## config.mk

```make
export PLATFORM = sky130hd
export DESIGN_NAME = uc_seq
export DESIGN_NICKNAME = d
export VERILOG_FILES = /design/src/rtl/uc_seq.sv
export SDC_FILE = /design/constraint.sdc
export NUM_CORES = 1
export LEC_CHECK = 0
export CAP_MARGIN = 20
export CORE_MARGIN = 4
export CORE_UTILIZATION = 43
export CTS_CLUSTER_DIAMETER = 40
export DETAILED_ROUTE_END_ITERATION = 8
export GPL_ROUTABILITY_DRIVEN = 0
export PLACE_DENSITY = 0.73
export SYNTH_ARGS = -nofsm -noshare
export SYNTH_HDL_FRONTEND = slang
export SYNTH_SLANG_ARGS = --single-unit
```

## constraint.sdc

```tcl
create_clock -name clk -period 5.95 [get_ports clk]
set_clock_uncertainty 0.1 [all_clocks]
set_input_delay 0.8925 -clock clk [delete_from_list [all_inputs] [get_ports clk]]
set_output_delay 0.8925 -clock clk [all_outputs]
set_load 0.05 [all_outputs]
```

## src/rtl/uc_seq.sv

```systemverilog
// Microcoded sequencer control unit: decodes opcodes into datapath strobes,
// and handles I/O handshakes with timeout, a return stack and audio playback.
module uc_seq #(
    parameter int NPORTS       = 4,
    parameter int STACK_DEPTH  = 4,
    parameter int IO_TIMEOUT   = 255,
    parameter int AUDIO_CYCLES = 16,
    localparam int PW = $clog2(NPORTS),
    localparam int SW = $clog2(STACK_DEPTH) + 1
) (
    input  logic              clk,
    input  logic              reset,
    input  logic [5:0]        opcode,
    input  logic              z,
    input  logic [PW-1:0]     port_dir,
    input  logic [PW-1:0]     port_ind,
    input  logic              in_valid,
    input  logic              out_ready,
    output logic [2:0]        op,
    output logic              s_inc,
    output logic              s_inm,
    output logic              selentrada,
    output logic              selsalida,
    output logic              s_rel,
    output logic              s_ret,
    output logic              we3,
    output logic              audioreg,
    output logic              audioact,
    output logic              pc_en,
    output logic              push_we,
    output logic [SW-1:0]     sp,
    output logic [NPORTS-1:0] enable,
    output logic              busy,
    output logic              err_ovf,
    output logic              err_unf,
    output logic              err_tmo
);

    localparam int CMAX = (IO_TIMEOUT > AUDIO_CYCLES) ? IO_TIMEOUT : AUDIO_CYCLES;
    localparam int CW   = $clog2(CMAX + 1);

    localparam logic [CW-1:0] TMO  = CW'(IO_TIMEOUT);
    localparam logic [CW-1:0] AEND = CW'(AUDIO_CYCLES - 1);
    localparam logic [SW-1:0] FULL = SW'(STACK_DEPTH);

    localparam logic [5:0] OP_JMP  = 6'b001001;
    localparam logic [5:0] OP_JZ   = 6'b001010;
    localparam logic [5:0] OP_JNZ  = 6'b001011;
    localparam logic [5:0] OP_REL  = 6'b011001;
    localparam logic [5:0] OP_ALD  = 6'b011100;
    localparam logic [5:0] OP_IN   = 6'b001100;
    localparam logic [5:0] OP_OUTA = 6'b001101;
    localparam logic [5:0] OP_OUTB = 6'b001110;
    localparam logic [5:0] OP_CALL = 6'b011010;
    localparam logic [5:0] OP_RET  = 6'b011011;
    localparam logic [5:0] OP_PLAY = 6'b011101;

    typedef enum logic [1:0] {
        EXEC,
        WAIT_IN,
        WAIT_OUT,
        AUDIO
    } state_t;

    state_t        state_q, state_d;
    logic [SW-1:0] sp_q, sp_d;
    logic [CW-1:0] cnt_q, cnt_d;
    logic          ovf_q, ovf_d;
    logic          unf_q, unf_d;
    logic          tmo_q, tmo_d;

    logic          is_ind;
    logic          is_out;
    logic          out_sel;
    logic [PW-1:0] port;

    assign op      = opcode[2:0];
    assign sp      = sp_q;
    assign busy    = (state_q != EXEC);
    assign err_ovf = ovf_q;
    assign err_unf = unf_q;
    assign err_tmo = tmo_q;

    assign is_ind  = (opcode[3:0] == 4'b1111);
    assign is_out  = is_ind || (opcode == OP_OUTA) || (opcode == OP_OUTB);
    assign out_sel = (opcode != OP_OUTB);
    assign port    = is_ind ? port_ind : port_dir;

    always_comb begin
        state_d    = state_q;
        sp_d       = sp_q;
        cnt_d      = cnt_q;
        ovf_d      = ovf_q;
        unf_d      = unf_q;
        tmo_d      = tmo_q;
        s_inc      = 1'b1;
        pc_en      = 1'b1;
        s_inm      = 1'b0;
        selentrada = 1'b0;
        selsalida  = 1'b0;
        s_rel      = 1'b0;
        s_ret      = 1'b0;
        we3        = 1'b0;
        audioreg   = 1'b0;
        audioact   = 1'b0;
        push_we    = 1'b0;
        enable     = '0;

        unique case (state_q)
            EXEC: begin
                if (!opcode[3]) begin
                    we3 = 1'b1;
                end else if (opcode[2:0] == 3'b000) begin
                    we3   = 1'b1;
                    s_inm = 1'b1;
                end else if (is_out) begin
                    selsalida = out_sel;
                    if (out_ready) begin
                        enable[port] = 1'b1;
                    end else begin
                        pc_en   = 1'b0;
                        cnt_d   = '0;
                        state_d = WAIT_OUT;
                    end
                end else begin
                    case (opcode)
                        OP_JMP: s_inc = 1'b0;
                        OP_JZ:  s_inc = ~z;
                        OP_JNZ: s_inc = z;
                        OP_REL: s_rel = 1'b1;
                        OP_ALD: audioreg = 1'b1;
                        OP_IN: begin
                            if (in_valid) begin
                                we3        = 1'b1;
                                selentrada = 1'b1;
                            end else begin
                                pc_en   = 1'b0;
                                cnt_d   = '0;
                                state_d = WAIT_IN;
                            end
                        end
                        OP_CALL: begin
                            if (sp_q < FULL) begin
                                s_inc   = 1'b0;
                                push_we = 1'b1;
                                sp_d    = sp_q + SW'(1);
                            end else begin
                                ovf_d = 1'b1;
                            end
                        end
                        OP_RET: begin
                            if (sp_q != '0) begin
                                s_inc = 1'b0;
                                s_ret = 1'b1;
                                sp_d  = sp_q - SW'(1);
                            end else begin
                                unf_d = 1'b1;
                            end
                        end
                        OP_PLAY: begin
                            audioact = 1'b1;
                            // single-cycle play finishes right here
                            if (AEND != '0) begin
                                pc_en   = 1'b0;
                                cnt_d   = CW'(1);
                                state_d = AUDIO;
                            end
                        end
                        default: ;
                    endcase
                end
            end
            WAIT_IN: begin
                if (in_valid) begin
                    we3        = 1'b1;
                    selentrada = 1'b1;
                    state_d    = EXEC;
                end else if (cnt_q == TMO) begin
                    tmo_d   = 1'b1;
                    state_d = EXEC;
                end else begin
                    pc_en = 1'b0;
                    cnt_d = cnt_q + CW'(1);
                end
            end
            WAIT_OUT: begin
                selsalida = out_sel;
                if (out_ready) begin
                    enable[port] = 1'b1;
                    state_d      = EXEC;
                end else if (cnt_q == TMO) begin
                    tmo_d   = 1'b1;
                    state_d = EXEC;
                end else begin
                    pc_en = 1'b0;
                    cnt_d = cnt_q + CW'(1);
                end
            end
            AUDIO: begin
                audioact = 1'b1;
                if (cnt_q == AEND) begin
                    state_d = EXEC;
                end else begin
                    pc_en = 1'b0;
                    cnt_d = cnt_q + CW'(1);
                end
            end
            default: state_d = EXEC;
        endcase

        // reset kills any pending strobe at once, not on the next edge
        if (reset) begin
            pc_en      = 1'b0;
            s_inc      = 1'b1;
            s_inm      = 1'b0;
            selentrada = 1'b0;
            selsalida  = 1'b0;
            s_rel      = 1'b0;
            s_ret      = 1'b0;
            we3        = 1'b0;
            audioreg   = 1'b0;
            audioact   = 1'b0;
            push_we    = 1'b0;
            enable     = '0;
        end
    end

    always_ff @(posedge clk or posedge reset) begin
        if (reset) begin
            state_q <= EXEC;
            sp_q    <= '0;
            cnt_q   <= '0;
            ovf_q   <= 1'b0;
            unf_q   <= 1'b0;
            tmo_q   <= 1'b0;
        end else begin
            state_q <= state_d;
            sp_q    <= sp_d;
            cnt_q   <= cnt_d;
            ovf_q   <= ovf_d;
            unf_q   <= unf_d;
            tmo_q   <= tmo_d;
        end
    end

endmodule

```

# Word-level counts from Yosys, hierarchy flattened

Cells that the tools add are included.

Register bits: 16
Logic and storage cells: 170
Output and inout port bits: 25
Bits of input ports: 15

Reductions and logical operators: 15
Bitwise logic cells: 5
Multiplexer cells: 109
Add/sub/neg operators: 3
Equal/unequal tests: 29
$lt $le $gt $ge: 3

Operator list:

| operator                                                        | count |
|---|---|
| 8-bit 2-to-1 mux                                                | 9 |
| 1-bit 2-to-1 mux                                                | 68 |
| 6-bit by 4-bit == test with 1-bit output, second input constant | 6 |
| 8-bit case mux with 4 select lines                              | 1 |
| 6-bit by 5-bit == test with 1-bit output, second input constant | 5 |
| 2-bit 2-to-1 mux                                                | 10 |
| 4-bit 2-to-1 mux                                                | 5 |
| 6-bit AND reduction                                             | 3 |
| 2-bit != test, second input constant                            | 8 |
| 8-bit case mux with 2 select lines                              | 1 |
| 1-bit case mux with 2 select lines                              | 6 |
| 8-bit by 1-bit adder with 8-bit output, second input constant   | 1 |
| 8-bit by 4-bit == test with 1-bit output, second input constant | 1 |
| 8-bit == test, second input constant                            | 1 |
| 2-bit case mux with 4 select lines                              | 1 |
| 4-bit case mux with 2 select lines                              | 1 |
| 8-bit AND reduction                                             | 1 |
| 7-bit AND reduction                                             | 1 |
| 3-bit 2-to-1 mux                                                | 2 |
| 6-bit by 4-bit != test with 1-bit output, second input constant | 1 |
| 3-bit case mux with 2 select lines                              | 1 |
| 2-bit nonzero test                                              | 3 |
| 1-bit NOT                                                       | 5 |
| 1-bit case mux with 5 select lines                              | 1 |
| 20 further kinds                                                | 22 |

# Longest topological paths before layout

Depth after elaboration: 12
Mapped depth: 9

# Worst setup path before layout

No wires, ideal clock.

Path type: in2out
Start point: input port opcode[0]
End point: output port pc_en
Stages on the path: 5
Arrival time: 3,066 ps
Data required time: 4,958 ps
Slack: 1,891 ps
Cells stage by stage: buf_6 -> or2_2 -> nor4b_1 -> nor4b_1 -> nor3_1

Cells in the longest elaborated chain, start to end: 8
Elaborated cells on any way between the ends: 14

RTL lines:

| element                                                                                          | RTL line | source |
|---|---|---|
| start, declared                                                                                  | 13       | `input logic [5:0] opcode,` |
| parallel branches: the longest is 4 deep, another holds 6-bit by 5-bit == test with 1-bit output | n/a      |  |
| 1-bit 2-to-1 mux *                                                                               | 113      | `end else if (opcode[2:0] == 3'b000) begin` |
| 1-bit 2-to-1 mux *                                                                               | 111      | `if (!opcode[3]) begin` |
| 1-bit case mux with 4 select lines *                                                             | 109      | `unique case (state_q)` |
| 1-bit 2-to-1 mux *                                                                               | 212      | `if (reset) begin` |
| end, declared                                                                                    | 29       | `output logic pc_en,` |

Mark *: on every way between the ends.

# Worst setup path after layout

Ends and elaborated chain as after synthesis.

==> impl_metrics.tcl <==
set metrics [dict create \
    status "finished clean" \
    cp-end-kind "output pin" \
    start_util_pct 45.8 \
    synth_top_area_share_pct 28.0 \
    rsz0062_at_grt "no" \
    synthFlopType "dfrtp_1" \
    cts_hold_buf 0 \
    hold_path.class "flip-flop to flip-flop" \
    ys_types 51 \
    cts.sinks 16 \
    fp.dieH_um 65.7 \
    worstHoldStart "err_ovf$_DFFE_PP0P_" \
    critPathArrivalTime_ns 3.91 \
    ys_seq_area_share_pct 28.0 \
    power_density_nw_per_um2 278 \
    yosys-top-cells-count "dfrtp_1 (16), nand2_1 (14), nor3_1 (12), nand3_1 (9)" \
    io_buffers 39 \
    yosys.area_share.xor_xnor_pct 2.45 \
    fin_area_um2 1830 \
    hold_viol_final 0 \
    clk_pin_slew_worst_paths_ns 0.08 \
    vias 1409 \
    via_per_inst 5.77 \
    peakVddDrop_mv 0.221 \
    synth_edf_count 0 \
    ys_seq_elements 16 \
    cts_made_buffers 3 \
    worst_ep_required_time_ns 4.96 \
    path_class "input pin to output pin" \
    cts.htree.levels 1 \
    synth_nets 189 \
    wl_um 3680 \
    fin_setup_tns_ns 0 \
    fin_crit_ns 4.91 \
    rrSetupSlack_ns 3.55 \
    synth_compound_area_share_pct 22.7 \
    ys_warn_count 0 \
    power_mw 0.509 \
    slew_headroom_pct 53.0 \
    grt_max_degree 21 \
    die_x_um 65.7 \
    grtUsageTotal_pct 18.0 \
    yosys.area_share.simple_pct 28.1 \
    dr.pass1.iters 4 \
    r2r-start "state_q[0]$_DFFE_PP0P_" \
    fmax_mhz 204 \
    antenna_found_initial 0 \
    drv_cap 0 \
    gr-total-overflow 0 \
    post-place-ws_ns 1.05 \
    synthMuxAreaShare_pct 5.94 \
    drc 0 \
    insertion_delay_ns 0.28 \
    setup_viol 0 \
    timing.rr.end "sp[1]$_DFFE_PP0P_" \
    synth_most_common_cell "dfrtp_1" \
    leakage_nw 0.712 \
    ios 40 \
    die-area_um2 4320 \
    hold_end "err_ovf$_DFFE_PP0P_" \
    rr_worst_depth 6 \
    antenna_left 0 \
    fillers 296 \
    clk_path_buf_depth 2 \
    synth.largest_area_cell "dfrtp_1" \
    drive_above_1_share_pct 5.00 \
    fin_nets 223 \
    avgSynthCellArea_um2 8.52 \
    fin_util_pct 58.4 \
    drv_slew 0 \
    period_share_pct 82.4 \
    post-dp-hpwl_um 2850 \
    routedWlPerCell_um 15.1 \
    placed_area_um2 1800 \
    cts_tree "built" \
    core_area_um2 3130 \
    cp_max_fo 20 \
    grt_pass1_wl_um 6140 \
    num_rows 20 \
    synthTopCellsByArea "dfrtp_1 (28%), ha_1 (5.2%), nor3_1 (4.2%)" \
    synth_top_family_by_area "simple AND/OR/NAND/NOR gates" \
    finalWorstSetupSlack_ns 1.04 \
    grt_pass1_vias 1342 \
    synthCells 168 \
    synth_fa_ha_area_share_pct 5.94 \
    postCtsSetupBuffers 0 \
    syn_to_final_growth_pct 27.6 \
    first_iter_violations 106 \
    cp-start-kind "input pin" \
    ctsResizeCount 0 \
    worstMarginPinSlew_ns 0.705 \
    async_reset_ff_share_pct 100 \
    num_antenna_cells 0 \
    cts-root-buf "clkbuf_4" \
    hold-path-cell-count 1 \
    synth_area_um2 1430 \
]
## state kept, by name, summed over array words and instances (netlist names)
register / flops
err_ovf: 1
err_unf: 1
cnt_q: 8
state_q: 2
err_tmo: 1
sp: 3
## cells in the final DEF, fill, tap and decap left out, types with 3 or more instances in the layout
master	instances
ha_1	6
a21oi_1	6
clkbuf_4	3
nand2b_1	3
nor3_1	12
a22oi_1	3
clkdlybuf4s50_1	39
nand3_1	9
o2bb2ai_1	3
nor4_1	5
and2_1	3
nor2_1	7
mux2_2	4
mux2i_1	4
o21bai_1	3
inv_1	7
dfrtp_1	16
nand2_1	14
o21ai_0	5
nor2b_1	4
a21boi_0	3
and3_1	3
nor3b_1	3
## kinds of logic (layout without fill, tap and decap cells)
| group | after synthesis | in the layout |
|---|---|---|
| xor+xnor | 4 | 4 |
| simple gates | 74 | 74 |
| buf+inv | 17 | 49 |
| flops | 16 | 16 |
| mux | 8 | 8 |
| compound gates | 42 | 42 |
| fa+ha+maj | 7 | 7 |
## layer usage
layer / vias to the layer above / global-route usage [%] / share of wire, %
met2: 44 / 31.2 / 51
met3: 4 / 2.56 / 5.3
met5: - / 0 / 0
met4: 0 / 5.44 / 0.73
li1: 699 / - / -
met1: 662 / 23.0 / 43
## critical path: stages
cell,delay (ns)
clkdlybuf4s50_1,0.74
or2_2,0.47
nor4b_1,0.59
nor4b_1,0.18
nor3_1,0.20
clkdlybuf4s50_1,0.84
## report_power, final
group	internal [mW]	switching, mW	leakage, nW
Combinational	0.109	0.166	0.485
Sequential	0.138	0.0396	0.214
Clock	0.0235	0.0320	0.0138
Total	0.271	0.238	0.712
## how the worst max path moves through the flow
| stage | start | to | slack (ns) | cells past startpoint |
|---|---|---|---|---|
| 2_1_floorplan | opcode[0] | pc_en | 1.89 | 5 |
| 3_3_place_gp | opcode[0] | pc_en | 1.16 | 6 |
| 3_5_place_dp | opcode[0] | pc_en | 1.05 | 6 |
| 4_1_cts | opcode[0] | pc_en | 1.06 | 6 |
| 5_1_grt | opcode[0] | pc_en | 0.85 | 6 |
| 6_report | opcode[0] | pc_en | 1.04 | 6 |
## through the flow
| stage | hold slack (ns) | cells |
|---|---|---|
| 5_1_grt | 0.409 | 244 |
| 2_1_floorplan | 0.391 | 168 |
| 6_report | 0.396 | 244 |
| 3_5_place_dp | 0.375 | 241 |
| 3_3_place_gp | 0.367 | 241 |
| 4_1_cts | 0.401 | 244 |
## cell type report
| type | count | area, um2 | share of cell area [%] |
|---|---|---|---|
| well taps | 44 | 55.1 | 3.01 |
| repair buffers | 39 | 390 | 21.4 |
| multi-input cells | 135 | 932 | 51.0 |
| inverters | 7 | 26.3 | 1.44 |
| clock buffers | 3 | 22.5 | 1.23 |
| flip-flops and latches | 16 | 400 | 21.9 |
No activity file was read; power rests on OpenSTA's default activity.
